===== config.mk =====
export PLATFORM = sky130hd
export DESIGN_NAME = cal_clock_core_flat
export DESIGN_NICKNAME = d
export VERILOG_FILES = /design/src/rtl/cal_pkg.sv /design/src/rtl/cal_clock_core_if.sv /design/src/rtl/cal_weekday.sv /design/src/rtl/cal_clock_core.sv /design/src/flat_wrapper.sv
export SDC_FILE = /design/constraint.sdc
export NUM_CORES = 1
export LEC_CHECK = 0
export BUFFER_PORTS_ARGS = -buffer_cell sky130_fd_sc_hd__buf_2
export CORE_AREA = 2 2 195 197
export CTS_CLUSTER_SIZE = 40
export DETAILED_ROUTE_END_ITERATION = 16
export DIE_AREA = 0 0 197 199
export GPL_ROUTABILITY_DRIVEN = 0
export MAX_ROUTING_LAYER = met4
export SETUP_SLACK_MARGIN = 0.05
export SYNTH_ARGS = -nofsm -noshare
export SYNTH_HDL_FRONTEND = slang
export SYNTH_SLANG_ARGS = --single-unit

===== constraint.sdc =====
create_clock -name clk -period 21.9 [get_ports clk]
set_input_delay 2.19 -clock clk [delete_from_list [all_inputs] [get_ports clk]]
set_output_delay 2.19 -clock clk [all_outputs]
set_load 0.005 [all_outputs]

===== src/rtl/cal_pkg.sv =====
// Shared widths, weekday codes, load-FSM states and calendar helpers for cal_clock_core.
// The optional alarm is enabled by defining CAL_ALARM_EN.
package cal_pkg;

    localparam int YEAR_W = 14;
    localparam int MON_W  = 4;
    localparam int DAY_W  = 5;
    localparam int HOUR_W = 5;
    localparam int MIN_W  = 6;
    localparam int SEC_W  = 6;
    localparam int WDAY_W = 3;

    localparam logic [WDAY_W-1:0] WD_MON = 3'd1;
    localparam logic [WDAY_W-1:0] WD_TUE = 3'd2;
    localparam logic [WDAY_W-1:0] WD_WED = 3'd3;
    localparam logic [WDAY_W-1:0] WD_THU = 3'd4;
    localparam logic [WDAY_W-1:0] WD_FRI = 3'd5;
    localparam logic [WDAY_W-1:0] WD_SAT = 3'd6;
    localparam logic [WDAY_W-1:0] WD_SUN = 3'd7;

    typedef enum logic [1:0] {
        ST_IDLE  = 2'd0,
        ST_CHECK = 2'd1,
        ST_WDAY  = 2'd2
    } ld_state_e;

    localparam logic [DAY_W-1:0] MONTH_DAYS [12] = '{
        5'd31, 5'd28, 5'd31, 5'd30, 5'd31, 5'd30,
        5'd31, 5'd31, 5'd30, 5'd31, 5'd30, 5'd31
    };

    function automatic logic is_leap(input logic [YEAR_W-1:0] year);
        logic by4;
        logic by100;
        logic by400;
        by4   = ((year % 14'd4)   == 14'd0);
        by100 = ((year % 14'd100) == 14'd0);
        by400 = ((year % 14'd400) == 14'd0);
        return by4 && (!by100 || by400);
    endfunction

    // Out-of-range months report length 0 so any day fails validation.
    function automatic logic [DAY_W-1:0] month_len(input logic [MON_W-1:0] month,
                                                   input logic leap);
        logic [DAY_W-1:0] len;
        len = 5'd0;
        if ((month == 4'd2) && leap) begin
            len = 5'd29;
        end else if ((month >= 4'd1) && (month <= 4'd12)) begin
            len = MONTH_DAYS[month - 4'd1];
        end else begin
            len = 5'd0;
        end
        return len;
    endfunction

endpackage


===== src/rtl/cal_clock_core_if.sv =====
// Load handshake and time outputs of cal_clock_core; alarm signals exist only with CAL_ALARM_EN.
interface cal_clock_core_if;
    import cal_pkg::*;

    logic              run;
    logic              ld_valid;
    logic              ld_ready;
    logic [YEAR_W-1:0] ld_year;
    logic [MON_W-1:0]  ld_month;
    logic [DAY_W-1:0]  ld_day;
    logic [HOUR_W-1:0] ld_hour;
    logic [MIN_W-1:0]  ld_min;
    logic [SEC_W-1:0]  ld_sec;
    logic              ld_err;
    logic [YEAR_W-1:0] year;
    logic [MON_W-1:0]  month;
    logic [DAY_W-1:0]  day;
    logic [HOUR_W-1:0] hour;
    logic [MIN_W-1:0]  minute;
    logic [SEC_W-1:0]  second;
    logic [WDAY_W-1:0] weekday;
    logic              sec_tick;

`ifdef CAL_ALARM_EN
    logic              alarm_on;
    logic [HOUR_W-1:0] alarm_hour;
    logic [MIN_W-1:0]  alarm_min;
    logic              alarm_hit;

    modport master (
        output run, ld_valid, ld_year, ld_month, ld_day, ld_hour, ld_min, ld_sec,
               alarm_on, alarm_hour, alarm_min,
        input  ld_ready, ld_err, year, month, day, hour, minute, second, weekday,
               sec_tick, alarm_hit
    );

    modport slave (
        input  run, ld_valid, ld_year, ld_month, ld_day, ld_hour, ld_min, ld_sec,
               alarm_on, alarm_hour, alarm_min,
        output ld_ready, ld_err, year, month, day, hour, minute, second, weekday,
               sec_tick, alarm_hit
    );
`else
    modport master (
        output run, ld_valid, ld_year, ld_month, ld_day, ld_hour, ld_min, ld_sec,
        input  ld_ready, ld_err, year, month, day, hour, minute, second, weekday,
               sec_tick
    );

    modport slave (
        input  run, ld_valid, ld_year, ld_month, ld_day, ld_hour, ld_min, ld_sec,
        output ld_ready, ld_err, year, month, day, hour, minute, second, weekday,
               sec_tick
    );
`endif

endinterface


===== src/rtl/cal_weekday.sv =====
// Combinational Gregorian weekday (Sakamoto), result 1=Mon .. 7=Sun.
module cal_weekday
    import cal_pkg::*;
(
    input  logic [YEAR_W-1:0] year,
    input  logic [MON_W-1:0]  month,
    input  logic [DAY_W-1:0]  day,
    output logic [WDAY_W-1:0] wday
);

    logic [15:0]       y_s;
    logic [15:0]       t_s;
    logic [15:0]       sum_s;
    logic [WDAY_W-1:0] rem_s;

    // Jan/Feb count as months of the previous year; y/4 - y/100 + y/400 adds leap days.
    always_comb begin
        y_s   = 16'd0;
        t_s   = 16'd0;
        sum_s = 16'd0;
        rem_s = 3'd0;
        wday  = WD_SUN;
        case (month)
            4'd1:    t_s = 16'd0;
            4'd2:    t_s = 16'd3;
            4'd3:    t_s = 16'd2;
            4'd4:    t_s = 16'd5;
            4'd5:    t_s = 16'd0;
            4'd6:    t_s = 16'd3;
            4'd7:    t_s = 16'd5;
            4'd8:    t_s = 16'd1;
            4'd9:    t_s = 16'd4;
            4'd10:   t_s = 16'd6;
            4'd11:   t_s = 16'd2;
            4'd12:   t_s = 16'd4;
            default: t_s = 16'd0;
        endcase
        if (month < 4'd3) begin
            y_s = {2'b00, year} - 16'd1;
        end else begin
            y_s = {2'b00, year};
        end
        sum_s = y_s + (y_s / 16'd4) - (y_s / 16'd100) + (y_s / 16'd400) + t_s + {11'd0, day};
        rem_s = 3'(sum_s % 16'd7);
        if (rem_s == 3'd0) begin
            wday = WD_SUN;
        end else begin
            wday = rem_s;
        end
    end

endmodule


===== src/rtl/cal_clock_core.sv =====
// Second-resolution Gregorian calendar clock with validated load handshake.
// Define CAL_ALARM_EN to add the hour:minute alarm.
module cal_clock_core
    import cal_pkg::*;
#(
    parameter int CLK_HZ    = 100000000,
    parameter int YEAR_MIN  = 1,
    parameter int YEAR_MAX  = 9999,
    parameter int RST_YEAR  = 2023,
    parameter int RST_MONTH = 5,
    parameter int RST_DAY   = 9,
    parameter int RST_HOUR  = 11,
    parameter int RST_MIN   = 59,
    parameter int RST_SEC   = 58,
    parameter int RST_WDAY  = 2
)(
    input  logic             clk,
    input  logic             rst,
    cal_clock_core_if.slave  bus
);

    localparam int                PRE_W  = (CLK_HZ > 1) ? $clog2(CLK_HZ) : 1;
    localparam logic [PRE_W-1:0]  PRE_TC = PRE_W'(CLK_HZ - 1);
    localparam logic [YEAR_W-1:0] YMIN   = YEAR_W'(YEAR_MIN);
    localparam logic [YEAR_W-1:0] YMAX   = YEAR_W'(YEAR_MAX);

    ld_state_e         state_r, state_n;
    logic [PRE_W-1:0]  presc_r;
    logic [YEAR_W-1:0] year_r,  sh_year_r,  inc_year_s;
    logic [MON_W-1:0]  month_r, sh_month_r, inc_month_s;
    logic [DAY_W-1:0]  day_r,   sh_day_r,   inc_day_s;
    logic [HOUR_W-1:0] hour_r,  sh_hour_r,  inc_hour_s;
    logic [MIN_W-1:0]  min_r,   sh_min_r,   inc_min_s;
    logic [SEC_W-1:0]  sec_r,   sh_sec_r,   inc_sec_s;
    logic [WDAY_W-1:0] wday_r,  inc_wday_s, wday_calc_s;
    logic              ld_ready_r, ld_err_r, sec_tick_r;
    logic              tick_s, capture_s, commit_s, err_s, load_ok_s, step_s;

    assign tick_s = bus.run && (presc_r == PRE_TC);
    // Ticks outside IDLE are dropped, not deferred.
    assign step_s = tick_s && (state_r == ST_IDLE);

    assign load_ok_s = (sh_year_r >= YMIN) && (sh_year_r <= YMAX) &&
                       (sh_month_r >= 4'd1) && (sh_month_r <= 4'd12) &&
                       (sh_day_r >= 5'd1) &&
                       (sh_day_r <= month_len(sh_month_r, is_leap(sh_year_r))) &&
                       (sh_hour_r < 5'd24) && (sh_min_r < 6'd60) && (sh_sec_r < 6'd60);

    cal_weekday u_weekday (
        .year  (sh_year_r),
        .month (sh_month_r),
        .day   (sh_day_r),
        .wday  (wday_calc_s)
    );

    // Load FSM next-state and control strobes.
    always_comb begin
        state_n   = state_r;
        capture_s = 1'b0;
        commit_s  = 1'b0;
        err_s     = 1'b0;
        case (state_r)
            ST_IDLE: begin
                if (bus.ld_valid && ld_ready_r) begin
                    capture_s = 1'b1;
                    state_n   = ST_CHECK;
                end else begin
                    state_n   = ST_IDLE;
                end
            end
            ST_CHECK: begin
                if (load_ok_s) begin
                    state_n = ST_WDAY;
                end else begin
                    err_s   = 1'b1;
                    state_n = ST_IDLE;
                end
            end
            ST_WDAY: begin
                commit_s = 1'b1;
                state_n  = ST_IDLE;
            end
            default: state_n = ST_IDLE;
        endcase
    end

    // One-second carry chain from seconds up to the year wrap.
    always_comb begin
        inc_year_s  = year_r;
        inc_month_s = month_r;
        inc_day_s   = day_r;
        inc_hour_s  = hour_r;
        inc_min_s   = min_r;
        inc_sec_s   = sec_r;
        inc_wday_s  = wday_r;
        if (sec_r == 6'd59) begin
            inc_sec_s = 6'd0;
            if (min_r == 6'd59) begin
                inc_min_s = 6'd0;
                if (hour_r == 5'd23) begin
                    inc_hour_s = 5'd0;
                    inc_wday_s = (wday_r == WD_SUN) ? WD_MON : (wday_r + 3'd1);
                    if (day_r == month_len(month_r, is_leap(year_r))) begin
                        inc_day_s = 5'd1;
                        if (month_r == 4'd12) begin
                            inc_month_s = 4'd1;
                            inc_year_s  = (year_r == YMAX) ? YMIN : (year_r + 14'd1);
                        end else begin
                            inc_month_s = month_r + 4'd1;
                        end
                    end else begin
                        inc_day_s = day_r + 5'd1;
                    end
                end else begin
                    inc_hour_s = hour_r + 5'd1;
                end
            end else begin
                inc_min_s = min_r + 6'd1;
            end
        end else begin
            inc_sec_s = sec_r + 6'd1;
        end
    end

    // FSM state and handshake status registers.
    always_ff @(posedge clk) begin
        if (rst) begin
            state_r    <= ST_IDLE;
            ld_ready_r <= 1'b1;
            ld_err_r   <= 1'b0;
        end else begin
            state_r    <= state_n;
            ld_ready_r <= (state_n == ST_IDLE);
            ld_err_r   <= err_s;
        end
    end

    // Shadow copy of the requested time, validated before it is committed.
    always_ff @(posedge clk) begin
        if (rst) begin
            sh_year_r  <= 14'd0;
            sh_month_r <= 4'd0;
            sh_day_r   <= 5'd0;
            sh_hour_r  <= 5'd0;
            sh_min_r   <= 6'd0;
            sh_sec_r   <= 6'd0;
        end else if (capture_s) begin
            sh_year_r  <= bus.ld_year;
            sh_month_r <= bus.ld_month;
            sh_day_r   <= bus.ld_day;
            sh_hour_r  <= bus.ld_hour;
            sh_min_r   <= bus.ld_min;
            sh_sec_r   <= bus.ld_sec;
        end else begin
            sh_year_r  <= sh_year_r;
            sh_month_r <= sh_month_r;
            sh_day_r   <= sh_day_r;
            sh_hour_r  <= sh_hour_r;
            sh_min_r   <= sh_min_r;
            sh_sec_r   <= sh_sec_r;
        end
    end

    // Second prescaler; restarts on commit so a loaded time gets a full second.
    always_ff @(posedge clk) begin
        if (rst || commit_s) begin
            presc_r <= '0;
        end else if (tick_s) begin
            presc_r <= '0;
        end else if (bus.run) begin
            presc_r <= presc_r + 1'b1;
        end else begin
            presc_r <= presc_r;
        end
    end

    // Time-of-day registers: load commit has priority over a second step.
    always_ff @(posedge clk) begin
        if (rst) begin
            year_r     <= YEAR_W'(RST_YEAR);
            month_r    <= MON_W'(RST_MONTH);
            day_r      <= DAY_W'(RST_DAY);
            hour_r     <= HOUR_W'(RST_HOUR);
            min_r      <= MIN_W'(RST_MIN);
            sec_r      <= SEC_W'(RST_SEC);
            wday_r     <= WDAY_W'(RST_WDAY);
            sec_tick_r <= 1'b0;
        end else if (commit_s) begin
            year_r     <= sh_year_r;
            month_r    <= sh_month_r;
            day_r      <= sh_day_r;
            hour_r     <= sh_hour_r;
            min_r      <= sh_min_r;
            sec_r      <= sh_sec_r;
            wday_r     <= wday_calc_s;
            sec_tick_r <= 1'b0;
        end else if (step_s) begin
            year_r     <= inc_year_s;
            month_r    <= inc_month_s;
            day_r      <= inc_day_s;
            hour_r     <= inc_hour_s;
            min_r      <= inc_min_s;
            sec_r      <= inc_sec_s;
            wday_r     <= inc_wday_s;
            sec_tick_r <= 1'b1;
        end else begin
            sec_tick_r <= 1'b0;
        end
    end

`ifdef CAL_ALARM_EN
    logic alarm_hit_r;

    // Alarm fires only on a counted second reaching hh:mm:00, never on a load.
    always_ff @(posedge clk) begin
        if (rst) begin
            alarm_hit_r <= 1'b0;
        end else begin
            alarm_hit_r <= step_s && bus.alarm_on &&
                           (inc_hour_s == bus.alarm_hour) &&
                           (inc_min_s == bus.alarm_min) && (inc_sec_s == 6'd0);
        end
    end

    assign bus.alarm_hit = alarm_hit_r;
`endif

    assign bus.ld_ready = ld_ready_r;
    assign bus.ld_err   = ld_err_r;
    assign bus.sec_tick = sec_tick_r;
    assign bus.year     = year_r;
    assign bus.month    = month_r;
    assign bus.day      = day_r;
    assign bus.hour     = hour_r;
    assign bus.minute   = min_r;
    assign bus.second   = sec_r;
    assign bus.weekday  = wday_r;

endmodule


===== src/flat_wrapper.sv =====
// flat-port wrapper written by rule: the top's interface ports become plain ports
module cal_clock_core_flat import cal_pkg::*;
#(
    parameter int CLK_HZ    = 100000000,
    parameter int YEAR_MIN  = 1,
    parameter int YEAR_MAX  = 9999,
    parameter int RST_YEAR  = 2023,
    parameter int RST_MONTH = 5,
    parameter int RST_DAY   = 9,
    parameter int RST_HOUR  = 11,
    parameter int RST_MIN   = 59,
    parameter int RST_SEC   = 58,
    parameter int RST_WDAY  = 2
)
  (clk, rst, bus_run, bus_ld_valid, bus_ld_year, bus_ld_month, bus_ld_day, bus_ld_hour, bus_ld_min, bus_ld_sec, bus_ld_ready, bus_ld_err, bus_year, bus_month, bus_day, bus_hour, bus_minute, bus_second, bus_weekday, bus_sec_tick);
  cal_clock_core_if bus_i ();
  input  logic clk;
  input  logic rst;
  input wire logic [$bits(bus_i.run)-1:0] bus_run;
  input wire logic [$bits(bus_i.ld_valid)-1:0] bus_ld_valid;
  input wire logic [$bits(bus_i.ld_year)-1:0] bus_ld_year;
  input wire logic [$bits(bus_i.ld_month)-1:0] bus_ld_month;
  input wire logic [$bits(bus_i.ld_day)-1:0] bus_ld_day;
  input wire logic [$bits(bus_i.ld_hour)-1:0] bus_ld_hour;
  input wire logic [$bits(bus_i.ld_min)-1:0] bus_ld_min;
  input wire logic [$bits(bus_i.ld_sec)-1:0] bus_ld_sec;
  output wire logic [$bits(bus_i.ld_ready)-1:0] bus_ld_ready;
  output wire logic [$bits(bus_i.ld_err)-1:0] bus_ld_err;
  output wire logic [$bits(bus_i.year)-1:0] bus_year;
  output wire logic [$bits(bus_i.month)-1:0] bus_month;
  output wire logic [$bits(bus_i.day)-1:0] bus_day;
  output wire logic [$bits(bus_i.hour)-1:0] bus_hour;
  output wire logic [$bits(bus_i.minute)-1:0] bus_minute;
  output wire logic [$bits(bus_i.second)-1:0] bus_second;
  output wire logic [$bits(bus_i.weekday)-1:0] bus_weekday;
  output wire logic [$bits(bus_i.sec_tick)-1:0] bus_sec_tick;
  assign bus_i.run = bus_run;
  assign bus_i.ld_valid = bus_ld_valid;
  assign bus_i.ld_year = bus_ld_year;
  assign bus_i.ld_month = bus_ld_month;
  assign bus_i.ld_day = bus_ld_day;
  assign bus_i.ld_hour = bus_ld_hour;
  assign bus_i.ld_min = bus_ld_min;
  assign bus_i.ld_sec = bus_ld_sec;
  assign bus_ld_ready = bus_i.ld_ready;
  assign bus_ld_err = bus_i.ld_err;
  assign bus_year = bus_i.year;
  assign bus_month = bus_i.month;
  assign bus_day = bus_i.day;
  assign bus_hour = bus_i.hour;
  assign bus_minute = bus_i.minute;
  assign bus_second = bus_i.second;
  assign bus_weekday = bus_i.weekday;
  assign bus_sec_tick = bus_i.sec_tick;
  cal_clock_core #(.CLK_HZ(CLK_HZ), .YEAR_MIN(YEAR_MIN), .YEAR_MAX(YEAR_MAX), .RST_YEAR(RST_YEAR), .RST_MONTH(RST_MONTH), .RST_DAY(RST_DAY), .RST_HOUR(RST_HOUR), .RST_MIN(RST_MIN), .RST_SEC(RST_SEC), .RST_WDAY(RST_WDAY)) u_core (.clk(clk), .rst(rst), .bus(bus_i));
endmodule

* After elaboration in Yosys (flattened, before gate mapping)
Memories as Yosys holds them, arrays and structs flattened. A register that Yosys moved wholly into a read port is not among the register bits.
Index checks and enable logic that the tools add are counted.
** Word-level totals
- Register bits after elaboration :: 115
- Memory bits (read-only) :: 208
- Output and inout port bits :: 46
- Memories kept :: 3
** Memory list
- (name not given) :: words 16, width 5, read ports 1, clocked after memory_dff 0, write ports 0, line cal_pkg.sv:50 : len = MONTH_DAYS[month - 4'd1];
- (name not given) :: words 16, width 5, read ports 1, clocked after memory_dff 0, write ports 0, line cal_pkg.sv:50
- (name not given) :: words 16, width 3, read ports 1, clocked after memory_dff 1, write ports 0, line cal_weekday.sv:23 : case (month)
** Cells by class
- $add $sub $neg :: 16
- Div/mod/pow operators :: 7
- Magnitude comparators :: 14
- Equal/unequal tests :: 12
- Multiplexer cells :: 62
- Bitwise operators :: 3
- Reduce and logical (&&, ||, !) cells :: 45
** Operators with widths (number)
- two-way mux 14 bit :: 8
- two-way mux 5 bit :: 22
- zero test 14 bit :: 6
- two-way mux 6 bit :: 7
- two-way mux 4 bit :: 9
- adder 16 bit :: 2
- remainder unit 14 x 7 -> 14 bit, second input constant :: 2
- remainder unit 14 x 9 -> 14 bit, second input constant :: 2
- adder 27 x 1 -> 27 bit, second input constant :: 1
- == test 27 bit, second input constant :: 1
- two-way mux 3 bit :: 7
- logical AND 1 bit :: 17
- adder 16 x 14 -> 16 bit :: 1
- adder 16 x 5 -> 16 bit :: 1
- divider 16 x 7 -> 16 bit, second input constant :: 1
- divider 16 x 9 -> 16 bit, second input constant :: 1
- remainder unit 16 x 3 -> 16 bit, second input constant :: 1
- two-way mux 16 bit :: 1
- subtractor 16 bit :: 1
- subtractor 14 x 1 -> 15 bit, second input constant :: 1
- adder 14 x 1 -> 14 bit, second input constant :: 1
- == test 14 bit, second input constant :: 1
- >= comparator 14 x 1 -> 1 bit, second input constant :: 1
- <= comparator 14 bit, second input constant :: 1
- other kinds (37) :: 63

* Depth between registers and ports, before layout
Gate-level depths: netlist of run 1.
- Word-level depth :: 17
- Depth in mapped cells :: 74

* By module
Synthesis of run 1 repeated with hierarchy kept, for this count alone.
** Second synthesis, totals
- Cell total of the unflattened synthesis :: 2133
- Area, all modules :: 15568.7 um2
** By module, submodules not included
- cal_clock_core :: instances 1, cells an instance 1171, area an instance 8662.1 um2, seq. area each 2302.2 um2
- cal_weekday :: instances 1, cells an instance 962, area an instance 6906.6 um2, seq. area each 0.0 um2

* Worst setup path before layout of run 1
OpenSTA, ideal clock, no wires.
- Path type :: reg-to-reg
- Start point :: register u_core.sh_month_r[2]
- End point :: register u_core.wday_r[1] (netlist: u_core.bus.weekday[1])
- Arrival :: 16.164 ns
- Required time :: 21.842 ns
- Path slack :: 5.678 ns
- Stages on the path, launching flop included :: 69
- Path buffers :: 3
- Cell sequence :: dfxtp_1 > buf_2 > a211oi_2 > buf_4 > nand4_1 > nor3_2 > clkbuf_1 > ha_1 > nand2b_1 > mux2_1 > nand4_2 > inv_2 > a311oi_2 > o21ai_2 > o221a_4 > or3_4 > a211oi_4 > nand2_2 > [... 33 more ...] > nor3_1 > a221oi_2 > a2111oi_0 > or4b_1 > nand2_1 > o211ai_1 > o21ai_0 > ha_1 > nand2_1 > o21ba_1 > xnor2_1 > ha_1 > inv_1 > mux2_2 > nand2b_1 > o311a_1 > a221oi_1 > a211o_1
** Between the ends
- Cells in the longest elaborated chain, start to end :: 11
- Elaborated cells between the ends (all ways) :: 13
- Classes of those cells :: 5 x add/sub; 3 x div; 1 x order compare; 3 x mux; 1 x reduce/logical
** Ends and longest elaborated chain
- start, declared :: line cal_clock_core.sv:30 : logic [MON_W-1:0] month_r, sh_month_r, inc_month_s;
- start signal, assigned :: line cal_clock_core.sv:149 : sh_month_r <= bus.ld_month;
- start signal, assigned :: line cal_clock_core.sv:156 : sh_month_r <= sh_month_r;
- < comparator 4 x 2 -> 1 bit * :: line cal_weekday.sv:38 : if (month < 4'd3) begin
- two-way mux 16 bit * :: line cal_weekday.sv:38
- divider 16 x 7 -> 16 bit / adder 16 x 14 -> 16 bit (equally long branches) :: line cal_weekday.sv:43 : sum_s = y_s + (y_s / 16'd4) - (y_s / 16'd100) + (y_s / 16'd400) + t_s + {11'd0, day};
- subtractor 16 bit :: line cal_weekday.sv:43
- adder 16 bit * (2 in a row) :: line cal_weekday.sv:43
- adder 16 x 5 -> 16 bit * :: line cal_weekday.sv:43
- remainder unit 16 x 3 -> 16 bit * :: line cal_weekday.sv:44 : rem_s = 3'(sum_s % 16'd7);
- zero test 3 bit :: line cal_weekday.sv:45 : if (rem_s == 3'd0) begin
- two-way mux 3 bit * :: line cal_weekday.sv:45
- two-way mux 3 bit * :: line cal_clock_core.sv:188 : end else if (commit_s) begin
- end signal, assigned :: line cal_clock_core.sv:186 : wday_r <= WDAY_W'(RST_WDAY);
- end signal, assigned :: line cal_clock_core.sv:195 : wday_r <= wday_calc_s;
- end signal, assigned :: line cal_clock_core.sv:204 : wday_r <= inc_wday_s;
- end, declared :: line cal_clock_core.sv:35 : logic [WDAY_W-1:0] wday_r, inc_wday_s, wday_calc_s;
Every way passes the cells marked *; elsewhere a longest branch is shown, timed or not.
A chain may end at the register's enable or synchronous reset.

* Final worst setup path of run 1
- Start point :: register u_core.sh_month_r[1]
- End point :: register u_core.wday_r[1] (netlist: u_core.bus.weekday[1])
Same word-level chain as after synthesis.

==> summary.md, run 1 <==
| Metric | Value |
|---|---|
| RSZ-0062 raised after global routing | `false` |
| # hold bufs at CTS | `0` |
| First-pass iteration count of the detailed router | `6` |
| CP Data Required Time | `22.28 ns` |
| Synth Flop Type | `dfxtp_1` |
| Finished Core Util | `43.2%` |
| Worst slew pin tran | `1.13 ns` |
| Total detailed-routing wirelength | `43.5 mm` |
| Worst hold margin | `0.456 ns` |
| Dominant cell by count in the synthesized netlist | `nand2_1` |
| Reg2Reg Setup Slack | `2.44 ns` |
| Final setup viols | `0` |
| Routed vias | `15.8k` |
| Clock Latency Late Sink | `0.43 ns` |
| Post-Syn Area | `0.0147 mm2` |
| Cell area after layout | `0.0160 mm2` |
| Synth Area in Simple Gates | `28.9%` |
| Synth area leader | `dfxtp_1` |
| Clock root buffer | `clkbuf_16` |
| Crit path launch type | `register` |
| Worst hold path type | `register to register` |
| Die height | `199 um` |
| Rel. slew slack | `22.9%` |
| CP endpoint | `u_core.bus.weekday[1]` |
| Port bufs | `89` |
| Slowest-stage cell, CP | `a2111oi_0` |
| WP depth | `68` |
| XOR/XNOR share of the synthesized area | `5.76%` |
| Sequential area share after synthesis | `16.1%` |
| Final Max Slew Viols | `0` |
| WP buf/inv | `5` |
| Global Route Usage Sum | `22.6%` |
| Crit path capture type | `register` |
| Final Hold Viols | `0` |
| Most used cell, CP | `ha_1` |
| Delay-heaviest family, CP | `compound AO/OA/AOI/OAI gates` |
| Tmin final | `19.46 ns` |
| Remaining Overflow, GRT | `0` |
| CTS Buf Count | `17` |
| Clk sink count | `118` |
| EDFF count, synth | `0` |
| Post-CTS setup buffer count | `0` |
| Final period util | `88.9%` |
| Reg2reg start | `u_core.sh_month_r[1]` |
| Die Footprint | `0.0392 mm2` |
| CTS tree | `yes` |
| Post-synthesis compound-gate area fraction | `30.9%` |
| Syn_area_per_cell | `7.09 um2` |
| FFs w/ async S/R, synth | `0%` |
| Synth top cells by count | `271 x nand2_1, 199 x nor2_1, 141 x a21oi_1` |
| I/O Pins | `90` |
| Area fraction of the dominant cell type after synthesis | `16.1%` |
| Initial Util | `39.5%` |
| Slowest stage delay, CP | `0.97 ns` |
| DRC | `0` |
| Antenna diodes | `0` |
| Vias in the first global route | `14.8k` |
| Combinational family with the most area after synthesis | `compound AO/OA/AOI/OAI gates` |
| Total number of yosys warnings | `0` |
| Post-CTS sizing | `0` |
| Syn Nets | `2200` |
| Placed cell area | `0.0154 mm2` |
| H-tree depth | `4` |
| WL/cell | `16.9 um` |
| Core Region | `0.0371 mm2` |
| Status | `finished, final reports clean` |
| Detailed Route Iter0 Violations | `1067` |
| DP HPWL | `33.2 mm` |
| CP arrival | `19.84 ns` |
| Die W | `197 um` |
| First-pass GRT wire length | `72.4 mm` |
| Mapped Cells | `2067` |
| Cell variety after synth | `120` |
| Cell Rows | `71` |
| Post-synthesis mux area share | `3.07%` |
| Setup crit start | `u_core.sh_month_r[1]` |
| Fraction of the mapped netlist area in adder cells | `9.66%` |
| Fmax | `0.0514 GHz` |
| Initial antenna violation count | `0` |
| Fin nets | `2225` |
| Hold Crit Depth | `2` |
| Clk buf depth | `2` |
| CP Class | `register to register` |
| RR Endpoint | `u_core.bus.weekday[1]` |
| Reg2Reg Depth | `68` |
| Ranking of synthesized cells by area | `dfxtp_1 16%, nand2_1 6.9%, ha_1 5.3%` |
| Largest net degree at the start of global routing | `47` |
| Share of cells above drive strength 1 | `10.5%` |
| Worst-path maximum fanout | `13` |
| Antenna Nets Post-Route | `0` |
| Area grow syn2layout | `9.35%` |
| Max-cap violation count | `0` |
| Via-to-Cell Ratio | `6.13` |
| Fin Clk Skew | `0.0165 ns` |
| Setup_tns | `0 ns` |
| Yosys reg bits | `118` |
| Clk pin slew, worst setup/hold paths | `0.06 ns` |
metrics by stage:
stage | cells | setup slack, ns
after global routing | 2579 | 0.567
after detailed placement | 2547 | 2.78
final | 2579 | 2.44
after floorplan | 2067 | 5.68
after global placement | 2547 | 3.54
after CTS | 2579 | 2.73
worst min path at each step:
| stage | from | end | slack [ns] |
|---|---|---|---|
| floorplan | u_core.sh_sec_r[0] | u_core.bus.second[0] | 0.43 |
| global placement | u_core.sh_sec_r[1] | u_core.sh_sec_r[1] | 0.44 |
| detailed placement | u_core.sh_sec_r[0] | u_core.sh_sec_r[0] | 0.45 |
| CTS | u_core.sh_sec_r[0] | u_core.sh_sec_r[0] | 0.46 |
| global route | u_core.sh_sec_r[0] | u_core.bus.second[0] | 0.48 |
| finish | u_core.sh_sec_r[0] | u_core.sh_sec_r[0] | 0.46 |
worst register-to-register path, delay by kind of cell (launching register included):
family                     cells  cell delay, ns
AOI/OAI and AO/OA             34            9.53
xor gates and xnor gates       3            1.45
adders and majority gates      9            3.09
buffers and inverters          5            0.76
DFF                            1            0.38
muxes                          4            1.25
and+or+nand+nor               13            2.98
placed cells by master, fill, tap and decap left out, drive strengths merged, types with 12 or more instances in the layout:
cell     synthesis  final
xnor2           60     60
buf             25    107
o22ai           23     23
nand2b          22     22
o21ai          125    125
o31ai           16     16
o211ai          38     38
nand2          272    272
nor2b           16     16
o2111ai         13     13
and2            31     31
a31oi           30     30
or4             14     14
dfxtp          118    118
or3             35     35
nand4           39     39
fa              27     27
o21a            16     16
a211oi          27     27
mux2i           30     30
a21o            22     22
a311oi          12     12
or2             18     18
nor4            14     14
nand3           78     78
mux2            13     13
a21oi          143    143
nor2           199    199
a2111oi         12     12
and3            23     23
o311ai          12     12
nor3            63     63
xor2            33     33
clkbuf          76     18
a221oi          14     14
a22oi           12     12
inv            101    104
ha              62     62
layer usage:
metal	vias to the layer above	wire length (um)	track usage, %
li1	7740	-	-
met1	7524	20600	29.4
met2	475	20000	36.9
met3	64	2090	2.66
met5	-	0	-
met4	0	776	6.63
final cells by class:
cell class | instances | area [um2]
inverter | 105 | 394
clock buffer | 18 | 429
clock inverter | 14 | 176
multi-input combinational | 1743 | 11500
fill | 3843 | 21100
timing repair buffer | 107 | 581
tap | 474 | 593
sequential | 118 | 2360
kinds of logic after synthesis:
group,after synthesis
fa+ha+maj,99
simple gates,864
compound gates,643
buf+inv,206
mux,43
flops,118
xor+xnor,94
state kept, by name, summed over array words and instances (netlist names), 2 cells and up:
signal and cells:
u_core.bus.day 5, u_core.sh_sec_r 6, u_core.state_r 2, u_core.sh_hour_r 5, u_core.bus.year 14, u_core.sh_day_r 5, u_core.bus.weekday 3, u_core.presc_r 27
u_core.bus.hour 5, u_core.u_weekday.t_s 3, u_core.bus.minute 6, u_core.bus.second 6, u_core.sh_year_r 14, u_core.bus.month 4, u_core.sh_month_r 4, u_core.sh_min_r 6
Power of run 1 is not shown: default switching activity piles up to over one toggle a cycle in this logic, so the estimate is an artifact.
==> run 2, diff against run 1 <==
--- a/config.mk
+++ b/config.mk
@@ -5,7 +5,7 @@
 export SDC_FILE = /design/constraint.sdc
 export NUM_CORES = 1
 export LEC_CHECK = 0
-export BUFFER_PORTS_ARGS = -buffer_cell sky130_fd_sc_hd__buf_2
+export BUFFER_PORTS_ARGS = -buffer_cell sky130_fd_sc_hd__buf_4
 export CORE_AREA = 2 2 195 197
 export CTS_CLUSTER_SIZE = 40
 export DETAILED_ROUTE_END_ITERATION = 16
==> run 2 against run 1 <==
Effect of this change:
- worst hold slack worse by 0.0014 ns
- core utilization grew 0.58 points
- critical path depth is the same
- die area unchanged
- fmax decreased by 0.11%
- largest cell class unchanged
- wire length stayed put
- cell count about the same
- first-iteration DRC count rose by 4.1%
- sequential share of layout area decreased by 0.20 points
- clock skew is 0.0039 ns lower
==> summary.md, run 2 (synthesis results as in run 1) <==
| Metric | Value |
|---|---|
| CP Class | `register to register (unchanged)` |
| Initial antenna violation count | `0 (unchanged)` |
| Reg with most FFs | `u_core.presc_r (unchanged)` |
| Delay-heaviest family, CP | `compound AO/OA/AOI/OAI gates (unchanged)` |
| Post-CTS sizing | `0 (unchanged)` |
| Die height | `199 um (unchanged)` |
| Most common cell after layout, fill and taps aside | `nand2_1 (unchanged)` |
| RSZ-0062 raised after global routing | `false (unchanged)` |
| Slowest-stage cell, CP | `a2111oi_0 (unchanged)` |
| # fillers | `3770 (was 3843)` |
| DP HPWL | `32.9 mm (was 33.2 mm)` |
| H-tree depth | `4 (unchanged)` |
| Remaining Overflow, GRT | `0 (unchanged)` |
| Final WS setup | `2.42 ns (was 2.44 ns)` |
| Final Hold Viols | `0 (unchanged)` |
| # hold bufs at CTS | `0 (unchanged)` |
| Antenna diodes | `0 (unchanged)` |
| Fin nets | `2224 (was 2225)` |
| Die Footprint | `0.0392 mm2 (unchanged)` |
| Post-CTS setup buffer count | `0 (unchanged)` |
| Clk pin slew, worst setup/hold paths | `0.06 ns (about the same)` |
| Via-to-Cell Ratio | `6.17 (was 6.13)` |
| WP buf/inv | `5 (unchanged)` |
| Largest net degree at the start of global routing | `70 (was 47)` |
| Worst slew pin tran | `1.07 ns (was 1.13 ns)` |
| Port bufs | `89 (unchanged)` |
| Share of cells above drive strength 1 | `10.4% (was 10.5%)` |
| Die W | `197 um (unchanged)` |
| Total detailed-routing wirelength | `43.5 mm (unchanged)` |
| Setup_tns | `0 ns (unchanged)` |
| Vias in the first global route | `14.6k (was 14.8k)` |
| Area grow syn2layout | `10.8% (was 9.35%)` |
| Clk buf depth | `2 (unchanged)` |
| Flip-flop count of the largest register after layout | `27 (unchanged)` |
| CP Data Required Time | `22.27 ns (was 22.28 ns)` |
| Slowest stage delay, CP | `0.95 ns (was 0.97 ns)` |
| Worst hold path type | `register to register (unchanged)` |
| WL/cell | `16.9 um (about the same)` |
| Antenna Nets Post-Route | `0 (unchanged)` |
| Core Region | `0.0371 mm2 (unchanged)` |
| Final setup viols | `0 (unchanged)` |
| Max-cap violation count | `0 (unchanged)` |
| Final Max Slew Viols | `0 (unchanged)` |
| Clock root buffer | `clkbuf_16 (unchanged)` |
| Dpl ws | `2.81 ns (was 2.78 ns)` |
| Fmax | `0.0513 GHz (was 0.0514 GHz)` |
| First-pass GRT wire length | `71.6 mm (was 72.4 mm)` |
| I/O Pins | `90 (unchanged)` |
| Clock Latency Late Sink | `0.43 ns (about the same)` |
| Rel. slew slack | `26.7% (was 22.9%)` |
| Detailed Route Iter0 Violations | `1111 (was 1067)` |
| Initial Util | `39.5% (unchanged)` |
| DRC | `0 (unchanged)` |
| Crit path launch type | `register (unchanged)` |
| Cell Rows | `71 (unchanged)` |
| Worst-path maximum fanout | `13 (unchanged)` |
| Most used cell, CP | `ha_1 (unchanged)` |
| Crit path capture type | `register (unchanged)` |
| First-pass iteration count of the detailed router | `7 (was 6)` |
| Tmin final | `19.48 ns (was 19.46 ns)` |
| CTS tree | `yes (unchanged)` |
| Clk sink count | `118 (unchanged)` |
| Status | `finished, final reports clean (unchanged)` |
| Fin Clk Skew | `0.0125 ns (was 0.0165 ns)` |
| Global Route Usage Sum | `22.3% (was 22.6%)` |
| Routed vias | `15.9k (was 15.8k)` |
| CTS Buf Count | `17 (unchanged)` |
| Final period util | `89.0% (was 88.9%)` |
| CP arrival | `19.85 ns (was 19.84 ns)` |
| Commonest non-fill, non-tap cells in the layout | `271 x nand2_1, 199 x nor2_1, 141 x a21oi_1, 118 x dfxtp_1, 110 x o21ai_0 (unchanged)` |
[run 2: changes by cell type in the layout (fill, tap and decap cells not counted), sizes merged]
cell and delta:
buf -2, bufinv -1, clkinvlp -3, inv +4
dlymetal6s2s +1
[run 2: final cells by class]
cell class                 count  area (um2)  area share [%]
sequential                   118        2360            14.5
inverter                     105         394            2.43
tap                          474         593            3.65
timing repair buffer         106         801            4.93
multi-input combinational   1743       11500            70.8
clock buffer                  18         439            2.70
clock inverter                14         163            1.00
[run 2: per-layer routing]
layer	up-vias	wire (um)	GRT usage, %
met5	-	0	-
met4	0	830	6.32
met3	72	2320	1.97
met2	561	20200	36.1
met1	7535	20100	29.8
li1	7734	-	-
[run 2: worst reg2reg max path: cells and delay by family (launching register included)]
family,cells,cell delay [ns]
flip-flops,1,0.38
adder cells (fa/ha/maj),8,2.54
buffers and inverters,5,0.75
AND/OR/NAND/NOR,12,2.75
multiplexers,4,1.46
XOR/XNOR,4,1.64
AO/OA/AOI/OAI,35,9.88
[run 2: metrics by stage]
| step | cell area [um2] | utilization, % | hold slack (ns) | std cells |
|---|---|---|---|---|
| floorplan | 14700 | - | 0.432 | 2067 |
| global placement | 15600 | 42.1 | 0.445 | 2545 |
| detailed placement | 15600 | 42.1 | 0.451 | 2545 |
| CTS | 16200 | 43.7 | 0.460 | 2577 |
| global route | 16200 | 43.8 | 0.476 | 2578 |
| finish | 16200 | 43.8 | 0.455 | 2578 |
[run 2: path summary, 6_finish.rpt]
path | start | endpoint | slack (ns) | cells after the start
max | u_core.sh_month_r[1] | u_core.bus.weekday[1] | 2.42 | 68
min | u_core.sh_hour_r[2] | u_core.sh_hour_r[2] | 0.45 | 2
max reg2reg | u_core.sh_month_r[1] | u_core.bus.weekday[1] | 2.42 | 68
min reg2reg | u_core.sh_hour_r[2] | u_core.sh_hour_r[2] | 0.45 | 2
Power of run 2 is left out for the same reason.
==> run 3, diff against run 2 <==
--- a/config.mk
+++ b/config.mk
@@ -6,13 +6,14 @@
 export NUM_CORES = 1
 export LEC_CHECK = 0
 export BUFFER_PORTS_ARGS = -buffer_cell sky130_fd_sc_hd__buf_4
-export CORE_AREA = 2 2 195 197
+export CORE_AREA = 2 2 201 203
 export CTS_CLUSTER_SIZE = 40
 export DETAILED_ROUTE_END_ITERATION = 16
-export DIE_AREA = 0 0 197 199
+export DIE_AREA = 0 0 203 205
 export GPL_ROUTABILITY_DRIVEN = 0
 export MAX_ROUTING_LAYER = met4
 export SETUP_SLACK_MARGIN = 0.05
 export SYNTH_ARGS = -nofsm -noshare
 export SYNTH_HDL_FRONTEND = slang
+export SYNTH_HIERARCHICAL = 1
 export SYNTH_SLANG_ARGS = --single-unit
==> run 3 against run 2 <==
Effect of this change:
- non-clock buffer count down 3
- synthesized area up 6.2%
- critical path type unchanged
- first-iteration DRC count up 18%
- worst hold slack worse by 0.0013 ns
- die area up 6.2%
- core utilization down 0.15 points
- flip-flop and latch count down 3
- wire length up 8.3%
==> summary.md, run 3 <==
| Metric | Value |
|---|---|
| Status | `finished, final reports clean (unchanged)` |
| Area grow syn2layout | `10.3% (was 10.8%)` |
| # hold bufs at CTS | `0 (unchanged)` |
| Post-CTS sizing | `0 (unchanged)` |
| Clk pin slew, worst setup/hold paths | `0.06 ns (about the same)` |
| Commonest non-fill, non-tap cells in the layout | `255 x nand2_1, 177 x a21oi_1, 172 x nor2_1, 115 x dfxtp_1 (was 271 x nand2_1, 199 x nor2_1, 141 x a21oi_1, 118 x dfxtp_1, 110 x o21ai_0)` |
| Final setup viols | `0 (unchanged)` |
| Tmin final | `20.22 ns (was 19.48 ns)` |
| Die Footprint | `0.0416 mm2 (was 0.0392 mm2)` |
| Rel. slew slack | `31.1% (was 26.7%)` |
| First-pass GRT wire length | `76.7 mm (was 71.6 mm)` |
| Share of cells above drive strength 1 | `11.7% (was 10.4%)` |
| Vias in the first global route | `15.2k (was 14.6k)` |
| EDFF count, synth | `0 (unchanged)` |
| Worst-path maximum fanout | `12 (was 13)` |
| Reg2reg start | `u_core/sh_month_r[0] (was u_core.sh_month_r[1])` |
| Synth top cells by count | `255 x nand2_1, 177 x a21oi_1, 172 x nor2_1 (was 271 x nand2_1, 199 x nor2_1, 141 x a21oi_1)` |
| Routed vias | `16.6k (was 15.9k)` |
| Most used cell, CP | `a21oi_1 (was ha_1)` |
| FFs w/ async S/R, synth | `0% (unchanged)` |
| Die W | `203 um (was 197 um)` |
| Fin nets | `2285 (was 2224)` |
| Fin Clk Skew | `0.0148 ns (was 0.0125 ns)` |
| Total number of yosys warnings | `6 (was 0)` |
| Crit path launch type | `register (unchanged)` |
| Crit path capture type | `register (unchanged)` |
| Post-CTS setup buffer count | `0 (unchanged)` |
| Flip-flop count of the largest register after layout | `27 (unchanged)` |
| Core Region | `0.0394 mm2 (was 0.0371 mm2)` |
| Slowest-stage cell, CP | `o41ai_1 (was a2111oi_0)` |
| Antenna diodes | `0 (unchanged)` |
| Final Max Slew Viols | `0 (unchanged)` |
| Finished Core Util | `43.6% (was 43.8%)` |
| CP arrival | `20.49 ns (was 19.85 ns)` |
| CTS Buf Count | `17 (unchanged)` |
| Area occupied by registers | `0.00230 mm2 (was 0.00236 mm2)` |
| CP Class | `register to register (unchanged)` |
| Area fraction of the dominant cell type after synthesis | `14.8% (was 16.1%)` |
| Worst hold path type | `register to register (unchanged)` |
| Yosys reg bits | `115 (was 118)` |
| Initial antenna violation count | `0 (unchanged)` |
| Final period util | `92.3% (was 89.0%)` |
| Final Hold Viols | `0 (unchanged)` |
| Via-to-Cell Ratio | `6.19 (was 6.17)` |
| Slowest stage delay, CP | `0.77 ns (was 0.95 ns)` |
| WL/cell | `17.5 um (was 16.9 um)` |
| I/O Pins | `90 (unchanged)` |
| Clock root buffer | `clkbuf_16 (unchanged)` |
| Mapped Cells | `2133 (was 2067)` |
| Cell variety after synth | `137 (was 120)` |
| Antenna Nets Post-Route | `0 (unchanged)` |
| Port bufs | `89 (unchanged)` |
| Syn Nets | `2270 (was 2200)` |
| Dominant cell by count in the synthesized netlist | `nand2_1 (unchanged)` |
| CP endpoint | `u_core/bus.weekday[0] (was u_core.bus.weekday[1])` |
| First-pass iteration count of the detailed router | `7 (unchanged)` |
| Remaining Overflow, GRT | `0 (unchanged)` |
| H-tree depth | `4 (unchanged)` |
| Worst slew pin tran | `1.03 ns (was 1.07 ns)` |
| DP HPWL | `35.1 mm (was 32.9 mm)` |
| Post-Syn Area | `0.0156 mm2 (was 0.0147 mm2)` |
| Most common cell after layout, fill and taps aside | `nand2_1 (unchanged)` |
| Initial Util | `39.5% (about the same)` |
| Reg2Reg Depth | `73 (was 68)` |
| Max-cap violation count | `0 (unchanged)` |
| Fmax | `0.0495 GHz (was 0.0513 GHz)` |
| # fillers | `3957 (was 3770)` |
| Reg with most FFs | `u_core/presc_r (was u_core.presc_r)` |
| RR Endpoint | `u_core/bus.weekday[0] (was u_core.bus.weekday[1])` |
| Sequential area share after synthesis | `14.8% (was 16.1%)` |
| Clk sink count | `115 (was 118)` |
| Clock Latency Late Sink | `0.43 ns (about the same)` |
| Synth area leader | `dfxtp_1 (unchanged)` |
| Synth Flop Type | `dfxtp_1 (unchanged)` |
| Ranking of synthesized cells by area | `dfxtp_1 15%, nand2_1 6.1%, a21oi_1 5.7% (was dfxtp_1 16%, nand2_1 6.9%, ha_1 5.3%)` |
| Clk buf depth | `2 (unchanged)` |
| Setup_tns | `0 ns (unchanged)` |
| Die height | `205 um (was 199 um)` |
| Footprint of the multi-input gates | `0.0124 mm2 (was 0.0115 mm2)` |
| Cell Rows | `73 (was 71)` |
| Total detailed-routing wirelength | `47.0 mm (was 43.5 mm)` |
| Largest net degree at the start of global routing | `71 (was 70)` |
| CP Data Required Time | `22.18 ns (was 22.27 ns)` |
| Global Route Usage Sum | `22.7% (was 22.3%)` |
| DRC | `0 (unchanged)` |
| Setup crit start | `u_core/sh_month_r[0] (was u_core.sh_month_r[1])` |
| RSZ-0062 raised after global routing | `false (unchanged)` |
| CTS tree | `yes (unchanged)` |
| Syn_area_per_cell | `7.30 um2 (was 7.09 um2)` |
| Reg2Reg Setup Slack | `1.68 ns (was 2.42 ns)` |
| Detailed Route Iter0 Violations | `1311 (was 1111)` |
[run 3: cell families after synthesis]
logic type	after synthesis	share of synthesized area (%)
compound gates	728	33.8
xor+xnor	111	6.68
fa+ha+maj	99	9.31
buf+inv	209	5.45
flops	115	14.8
mux	45	3.17
simple gates	826	26.8
[run 3: how the worst min path moves through the flow]
stage                              from                    to  slack (ns)  cells after the start
floorplan            u_core/sh_sec_r[0]  u_core/bus.second[0]        0.43                      2
global placement    u_core/sh_hour_r[2]   u_core/sh_hour_r[2]        0.44                      2
detailed placement  u_core/sh_hour_r[1]   u_core/sh_hour_r[1]        0.45                      2
CTS                  u_core/sh_sec_r[0]  u_core/bus.second[0]        0.46                      2
global route        u_core/sh_hour_r[1]   u_core/sh_hour_r[1]        0.48                      2
finish               u_core/sh_sec_r[1]    u_core/sh_sec_r[1]        0.45                      2
[run 3: critical path, delay by kind of cell, from the launching register on]
family                   cells  cell delay, ns
adder cells (fa/ha/maj)     10            3.24
buffers and inverters        5            0.58
AND/OR/NAND/NOR             14            4.20
multiplexers                 3            0.98
XOR/XNOR                     1            0.20
flip-flops                   1            0.40
AO/OA/AOI/OAI               40           10.43
[run 3: final cells by class]
class,instances,area share (%)
clock inverters,13,1.01
clock buffers,19,2.64
multi-input cells,1809,72.4
inverters,102,2.23
repair buffers,103,4.50
flip-flops and latches,115,13.4
well taps,525,3.83
[run 3: routing by layer]
layer	wire length (um)	part of all wire (%)	track usage [%]
met1	21800	46	30.4
met4	1210	2.6	7.69
met5	0	0	-
met2	21500	46	35.4
met3	2570	5.5	2.58
[run 3: metrics by stage]
step	hold WS (ns)	worst slack, ns	instance area (um2)	std cells
3_3_place_gp	0.445	2.75	16500	2654
2_1_floorplan	0.432	4.44	15600	2133
6_report	0.454	1.68	17200	2686
5_1_grt	0.476	0.140	17200	2686
4_1_cts	0.458	1.99	17200	2686
3_5_place_dp	0.449	2.06	16500	2654
Power of run 3 is left out for the same reason.
